[src/rtl/pdm_sample_feeder.sv]
// Sample FIFO plus sample-rate divider feeding a signed PDM DAC input (IDLE/PRIME/PLAY/STARVED).
// Optional soft mute ramp while starved is compiled in with `define PDM_FEEDER_SOFT_MUTE_EN.
module pdm_sample_feeder #(
  parameter int unsigned SAMPLE_BITS = 12,
  parameter int unsigned FIFO_DEPTH  = 16,
  parameter int unsigned DIV_BITS    = 16
) (
  input  logic                          clk,
  input  logic                          resetn,
  input  logic                          enable,
  input  logic [DIV_BITS-1:0]           rate_div,
  input  logic                          s_valid,
  input  logic [SAMPLE_BITS-1:0]        s_data,
  output logic                          s_ready,
  input  logic                          underrun_clr,
  output logic [SAMPLE_BITS-1:0]        dac_din,
  output logic [$clog2(FIFO_DEPTH):0]   level,
  output logic                          playing,
  output logic                          underrun
);

  localparam int unsigned AW   = $clog2(FIFO_DEPTH);
  localparam int unsigned LW   = AW + 1;
  localparam int unsigned HALF = FIFO_DEPTH / 2;

  typedef enum logic [1:0] {
    IDLE    = 2'd0,
    PRIME   = 2'd1,
    PLAY    = 2'd2,
    STARVED = 2'd3
  } state_e;

  state_e                  state_q, state_d;
  logic [DIV_BITS-1:0]     count_q, count_d;
  logic [DIV_BITS-1:0]     period_q, period_d;
  logic [AW-1:0]           wr_ptr_q, wr_ptr_d;
  logic [AW-1:0]           rd_ptr_q, rd_ptr_d;
  logic [LW-1:0]           level_q, level_d;
  logic [SAMPLE_BITS-1:0]  dac_q, dac_d;
  logic                    underrun_q, underrun_d;
  logic                    playing_q, playing_d;
  logic [SAMPLE_BITS-1:0]  mem_q [FIFO_DEPTH];

  logic                    push;
  logic                    pop;
  logic                    tick;
  logic                    running;
  logic                    primed;
  logic                    empty;
  logic                    underrun_set;

`ifdef PDM_FEEDER_SOFT_MUTE_EN
  localparam int unsigned MUTE_STEP = 2 ** (SAMPLE_BITS - 5);

  // One ramp step toward zero, clamped so the sign never flips.
  function automatic logic [SAMPLE_BITS-1:0] mute_step(input logic [SAMPLE_BITS-1:0] v);
    logic signed [SAMPLE_BITS-1:0] sv;
    logic signed [SAMPLE_BITS-1:0] st;
    sv = $signed(v);
    st = $signed(SAMPLE_BITS'(MUTE_STEP));
    if (sv > st) begin
      mute_step = SAMPLE_BITS'(sv - st);
    end else if (sv < -st) begin
      mute_step = SAMPLE_BITS'(sv + st);
    end else begin
      mute_step = '0;
    end
  endfunction
`endif

  assign s_ready = (level_q != LW'(FIFO_DEPTH));
  assign push    = s_valid & s_ready;
  assign running = (state_q == PLAY) || (state_q == STARVED);
  assign tick    = running && (count_q == period_q);
  assign primed  = (level_q >= LW'(HALF));
  assign empty   = (level_q == '0);

  assign dac_din  = dac_q;
  assign level    = level_q;
  assign playing  = playing_q;
  assign underrun = underrun_q;

  // Next-state, divider, FIFO bookkeeping and output computation.
  always_comb begin
    state_d      = state_q;
    count_d      = count_q;
    period_d     = period_q;
    dac_d        = dac_q;
    pop          = 1'b0;
    underrun_set = 1'b0;

    unique case (state_q)
      IDLE: begin
        dac_d = '0;
        state_d = PRIME;
      end
      PRIME: begin
        if (primed) begin
          state_d = PLAY;
        end
      end
      PLAY: begin
        if (tick) begin
          if (!empty) begin
            pop   = 1'b1;
            dac_d = mem_q[rd_ptr_q];
          end else begin
            underrun_set = 1'b1;
            state_d      = STARVED;
          end
        end
      end
      STARVED: begin
        if (primed) begin
          state_d = PLAY;
        end else if (tick) begin
          underrun_set = empty;
`ifdef PDM_FEEDER_SOFT_MUTE_EN
          dac_d = mute_step(dac_q);
`endif
        end
      end
      default: state_d = IDLE;
    endcase

    // Divider period only reloads at a tick, so a rate change never cuts a period short.
    if (running) begin
      if (tick) begin
        count_d  = '0;
        period_d = rate_div;
      end else begin
        count_d = count_q + DIV_BITS'(1);
      end
    end else begin
      count_d  = '0;
      period_d = rate_div;
    end

    if (!enable) begin
      state_d      = IDLE;
      dac_d        = '0;
      pop          = 1'b0;
      underrun_set = 1'b0;
      count_d      = '0;
    end

    underrun_d = underrun_set ? 1'b1 : (underrun_clr ? 1'b0 : underrun_q);
    playing_d  = (state_d == PLAY);

    wr_ptr_d = push ? wr_ptr_q + AW'(1) : wr_ptr_q;
    rd_ptr_d = pop  ? rd_ptr_q + AW'(1) : rd_ptr_q;
    unique case ({push, pop})
      2'b10:   level_d = level_q + LW'(1);
      2'b01:   level_d = level_q - LW'(1);
      default: level_d = level_q;
    endcase
  end

  always_ff @(posedge clk or negedge resetn) begin
    if (!resetn) begin
      state_q    <= IDLE;
      count_q    <= '0;
      period_q   <= '0;
      wr_ptr_q   <= '0;
      rd_ptr_q   <= '0;
      level_q    <= '0;
      dac_q      <= '0;
      underrun_q <= 1'b0;
      playing_q  <= 1'b0;
    end else begin
      state_q    <= state_d;
      count_q    <= count_d;
      period_q   <= period_d;
      wr_ptr_q   <= wr_ptr_d;
      rd_ptr_q   <= rd_ptr_d;
      level_q    <= level_d;
      dac_q      <= dac_d;
      underrun_q <= underrun_d;
      playing_q  <= playing_d;
    end
  end

  // Sample storage needs no reset; pointers and level define what is valid.
  always_ff @(posedge clk) begin
    if (push) begin
      mem_q[wr_ptr_q] <= s_data;
    end
  end

endmodule

[config.mk]
export PLATFORM = sky130hd
export DESIGN_NAME = pdm_sample_feeder
export DESIGN_NICKNAME = d
export VERILOG_FILES = /design/src/rtl/pdm_sample_feeder.sv
export SDC_FILE = /design/constraint.sdc
export NUM_CORES = 1
export LEC_CHECK = 0
export ABC_AREA = 0
export BUFFER_PORTS_ARGS = -buffer_cell sky130_fd_sc_hd__buf_2
export CAP_MARGIN = 20
export CORE_AREA = 2 2 144 118
export CTS_CLUSTER_SIZE = 16
export DETAILED_ROUTE_END_ITERATION = 6
export DIE_AREA = 0 0 146 120
export GPL_ROUTABILITY_DRIVEN = 1
export PLACE_DENSITY = 0.87
export SLEW_MARGIN = 5
export SYNTH_ARGS = -nofsm -noshare
export SYNTH_HDL_FRONTEND = slang
export SYNTH_SLANG_ARGS = --single-unit
[constraint.sdc]
create_clock -name clk -period 6.4 [get_ports clk]
set_input_delay 0.32 -clock clk [delete_from_list [all_inputs] [get_ports clk]]
set_output_delay 0.32 -clock clk [all_outputs]
set_load 0.005 [all_outputs]
==> flow_metrics.tcl <==
set metrics [dict create \
    status "completed" \
    wl_per_cell_um 23.5 \
    slowest_delay_ps 940 \
    arrival_ps 4460 \
    row_count 42 \
    worstPathMaxFanout 15 \
    clk_path_buf_depth 3 \
    initial_core_util_pct 63.3 \
    via_per_inst 6.29 \
    grt_pass1_vias 5854 \
    gr-total-overflow 0 \
    drt_iter0_markers 601 \
    drv_slew 0 \
    vias 5772 \
    nets 723 \
    synth.area.top_cells "edfxtp_1 (56%), dfrtp_1 (15%), mux4_2 (5.5%)" \
    htree_levels 1 \
    p_sw_share_pct 25.3 \
    fmax_mhz 248 \
    setup_violations 0 \
    yosysTopAreaCell "edfxtp_1" \
    synth.cell_area_sq_um 10300 \
    dieHeight_um 120 \
    period_needed_ps 4030 \
    tightest_slew_ps 1060 \
    first_pass_iters 5 \
    syn2layout_area_growth_pct 13.5 \
    p_sw_mw 1.01 \
    pwr-share-comb_pct 12.5 \
    port_buffers 52 \
    cts_tree "done" \
    crit_required_ps 6830 \
    grt_use_total_pct 25.2 \
    path_buf_inv 1 \
    timing.final.crit_share_pct 63.0 \
    hold_class "in2reg" \
    drive_above_1_share_pct 23.5 \
    ys_warn_count 0 \
    cp_top_family "simple AND/OR/NAND/NOR gates" \
    slowest_stage "nor4b_4" \
    synth_top_area_share_pct 56.2 \
    cts.clk_slew.worst_paths_ps 60 \
    rsz0062_at_grt "no" \
    pin_count 53 \
    fin_skew_ps 22.7 \
    numCtsBuffers 24 \
    placed_area_sq_um 10800 \
    pwr-share-clk_pct 35.8 \
    stdcell_area_sq_um 11600 \
    pwr-share-seq_pct 51.8 \
    path_cells "xnor2_1, nand4_1, nor4_4, nor4b_4, ha_1, inv_1, fa_1, nor2b_1, o21ai_0, and3_1, nor3_1, xor2_1" \
    cts_root_buffer "clkbuf_16" \
    ant_nets 0 \
    grt_max_degree 62 \
    finalSetupTns_ps 0 \
    maxSlewHeadroom_pct 28.8 \
    routabilityCongestion 0.825 \
    die_area_sq_um 17500 \
    cts_sinks 253 \
    core_sq_um 16200 \
    antenna_found_initial 1 \
    fp.dieW_um 146 \
    yosysSeqAreaShare_pct 71.1 \
    cts-resized-gates 0 \
    dp_hpwl_mm 13.0 \
    wirelength_mm 21.5 \
    grt_pass1_wl_mm 33.4 \
    end_kind "register" \
    synth_cells 610 \
    cap_violations 0 \
    p_total_mw 3.98 \
    ir_drop_mv 0.321 \
    syn-num-nets 654 \
    cp-start-kind "register" \
    insertion_delay_ps 530 \
    yosys_register_bits 253 \
    drc 0 \
    critical_path_class "reg2reg" \
    finalHoldViolCount 0 \
    internal-power_mw 2.97 \
    leakagePower_nw 4.13 \
    power_density_nw_per_um2 342 \
    synthDistinctLibCells 39 \
    syn_area_per_cell_sq_um 16.8 \
    diodes 0 \
]
-- final cells by class --
| class | instances | area, sq um |
|---|---|---|
| flip-flops and latches | 253 | 7300 |
| repair buffers | 71 | 405 |
| multi-input cells | 315 | 2800 |
| clock inverters | 12 | 133 |
| fillers | 990 | 4550 |
| clock buffers | 32 | 671 |
| well taps | 220 | 275 |
| inverters | 14 | 52.6 |
-- cell usage in the layout (no fill, tap or decap), types with 4 or more instances in the layout --
cell	Yosys	layout
mux2i_1	48	48
nor3_2	0	4
o21ai_0	19	19
mux2_2	17	17
mux4_2	25	25
nor3_1	9	5
buf_4	1	18
inv_1	14	14
nor2_2	0	4
a221oi_1	23	23
clkbuf_16	0	24
nand2_1	16	16
xor2_1	9	9
buf_2	11	52
clkinv_2	0	4
nand3_1	8	8
a22oi_1	11	11
a22o_1	12	12
ha_1	10	10
edfxtp_1	192	192
dfrtp_1	61	60
xnor2_1	30	30
clkbuf_8	0	4
clkbuf_1	11	4
nand4_1	6	6
nor2_1	44	40
and3_1	5	5
-- cells in the mapped netlist --
| library cell | n |
|---|---|
| xnor2_1 | 30 |
| a21o_1 | 1 |
| dfrtp_1 | 61 |
| nor3_1 | 9 |
| nand2_1 | 16 |
| nand2b_1 | 3 |
| clkbuf_1 | 11 |
| a21oi_1 | 3 |
| o21ai_0 | 19 |
| a221oi_1 | 23 |
| nand3_1 | 8 |
| xor2_2 | 1 |
| and3_1 | 5 |
| ha_1 | 10 |
| mux2_2 | 17 |
| xor2_1 | 9 |
| nor4_1 | 2 |
| and4_1 | 1 |
| buf_6 | 2 |
| buf_2 | 11 |
| a22o_1 | 12 |
| mux2i_1 | 48 |
| a22oi_1 | 11 |
| nor4b_4 | 1 |
| nor2b_1 | 3 |
| buf_4 | 1 |
| buf_1 | 3 |
| mux4_2 | 25 |
| a211o_1 | 1 |
| and2_1 | 1 |
| nand4_1 | 6 |
| nor2_1 | 44 |
| fa_1 | 1 |
| or2_2 | 1 |
| a21boi_0 | 2 |
| o22ai_1 | 1 |
| edfxtp_1 | 192 |
| inv_1 | 14 |
| nor4_4 | 1 |
-- kinds of logic after synthesis --
group           after synthesis  share of synthesized area, %
flops                       253                          71.1
buf+inv                      42                          1.85
xor+xnor                     40                          3.49
mux                          90                          12.0
fa+ha+maj                    11                          1.42
compound gates               73                          5.24
simple gates                101                          4.83
-- final timing paths --
path,start,to,slack [ps],cells past startpoint
setup / recovery,count_q[2],level[4],2370,12
hold / removal,underrun_clr,underrun,20,2
setup reg to reg,count_q[2],level[4],2370,12
hold reg to reg,dac_din[6],dac_din[6],510,1
max in group asynchronous,resetn,rd_ptr_q[0],5310,3
min in group asynchronous,resetn,level[1],500,3
-- per-stage QoR --
step | worst slack [ps] | cells | hold slack [ps] | util (%)
2_1_floorplan | 3310 | 610 | 24.4 | -
5_1_grt | 2050 | 917 | 24.2 | 71.9
4_1_cts | 2410 | 916 | 25.9 | 71.8
3_5_place_dp | 2440 | 871 | 498 | 66.8
3_3_place_gp | 2640 | 871 | 500 | 66.8
6_report | 2370 | 917 | 24.8 | 71.9
-- sequential cells by signal, indices dropped and copies added (netlist names) --
name	flops
count_q	16
dac_din	12
level	5
mem_q	192
period_q	16
playing	1
rd_ptr_q	4
state_q	2
underrun	1
wr_ptr_q	4
-- power by group through the flow --
stage / registers, mW / clock network, mW / logic, mW
floorplan: 2.04 / 0 / 0.327
global placement: 2.07 / 0 / 0.450
detailed placement: 2.09 / 0 / 0.482
CTS: 2.06 / 1.43 / 0.490
global route: 2.07 / 1.50 / 0.536
finish: 2.06 / 1.42 / 0.496
-- what timing repair did --
item                      CTS  global route
buffers inserted            0             0
hold endpoints to repair    7             0
hold buffers                1             0
-- metal layers --
layer	track usage, %	up-vias	wire length (um)
li1	-	2494	-
met1	37.3	2926	9000
met2	39.7	294	10300
met3	4.22	56	1670
met4	7.22	2	611
met5	0	-	11
Note: power is estimated with default switching activity, not from simulation.
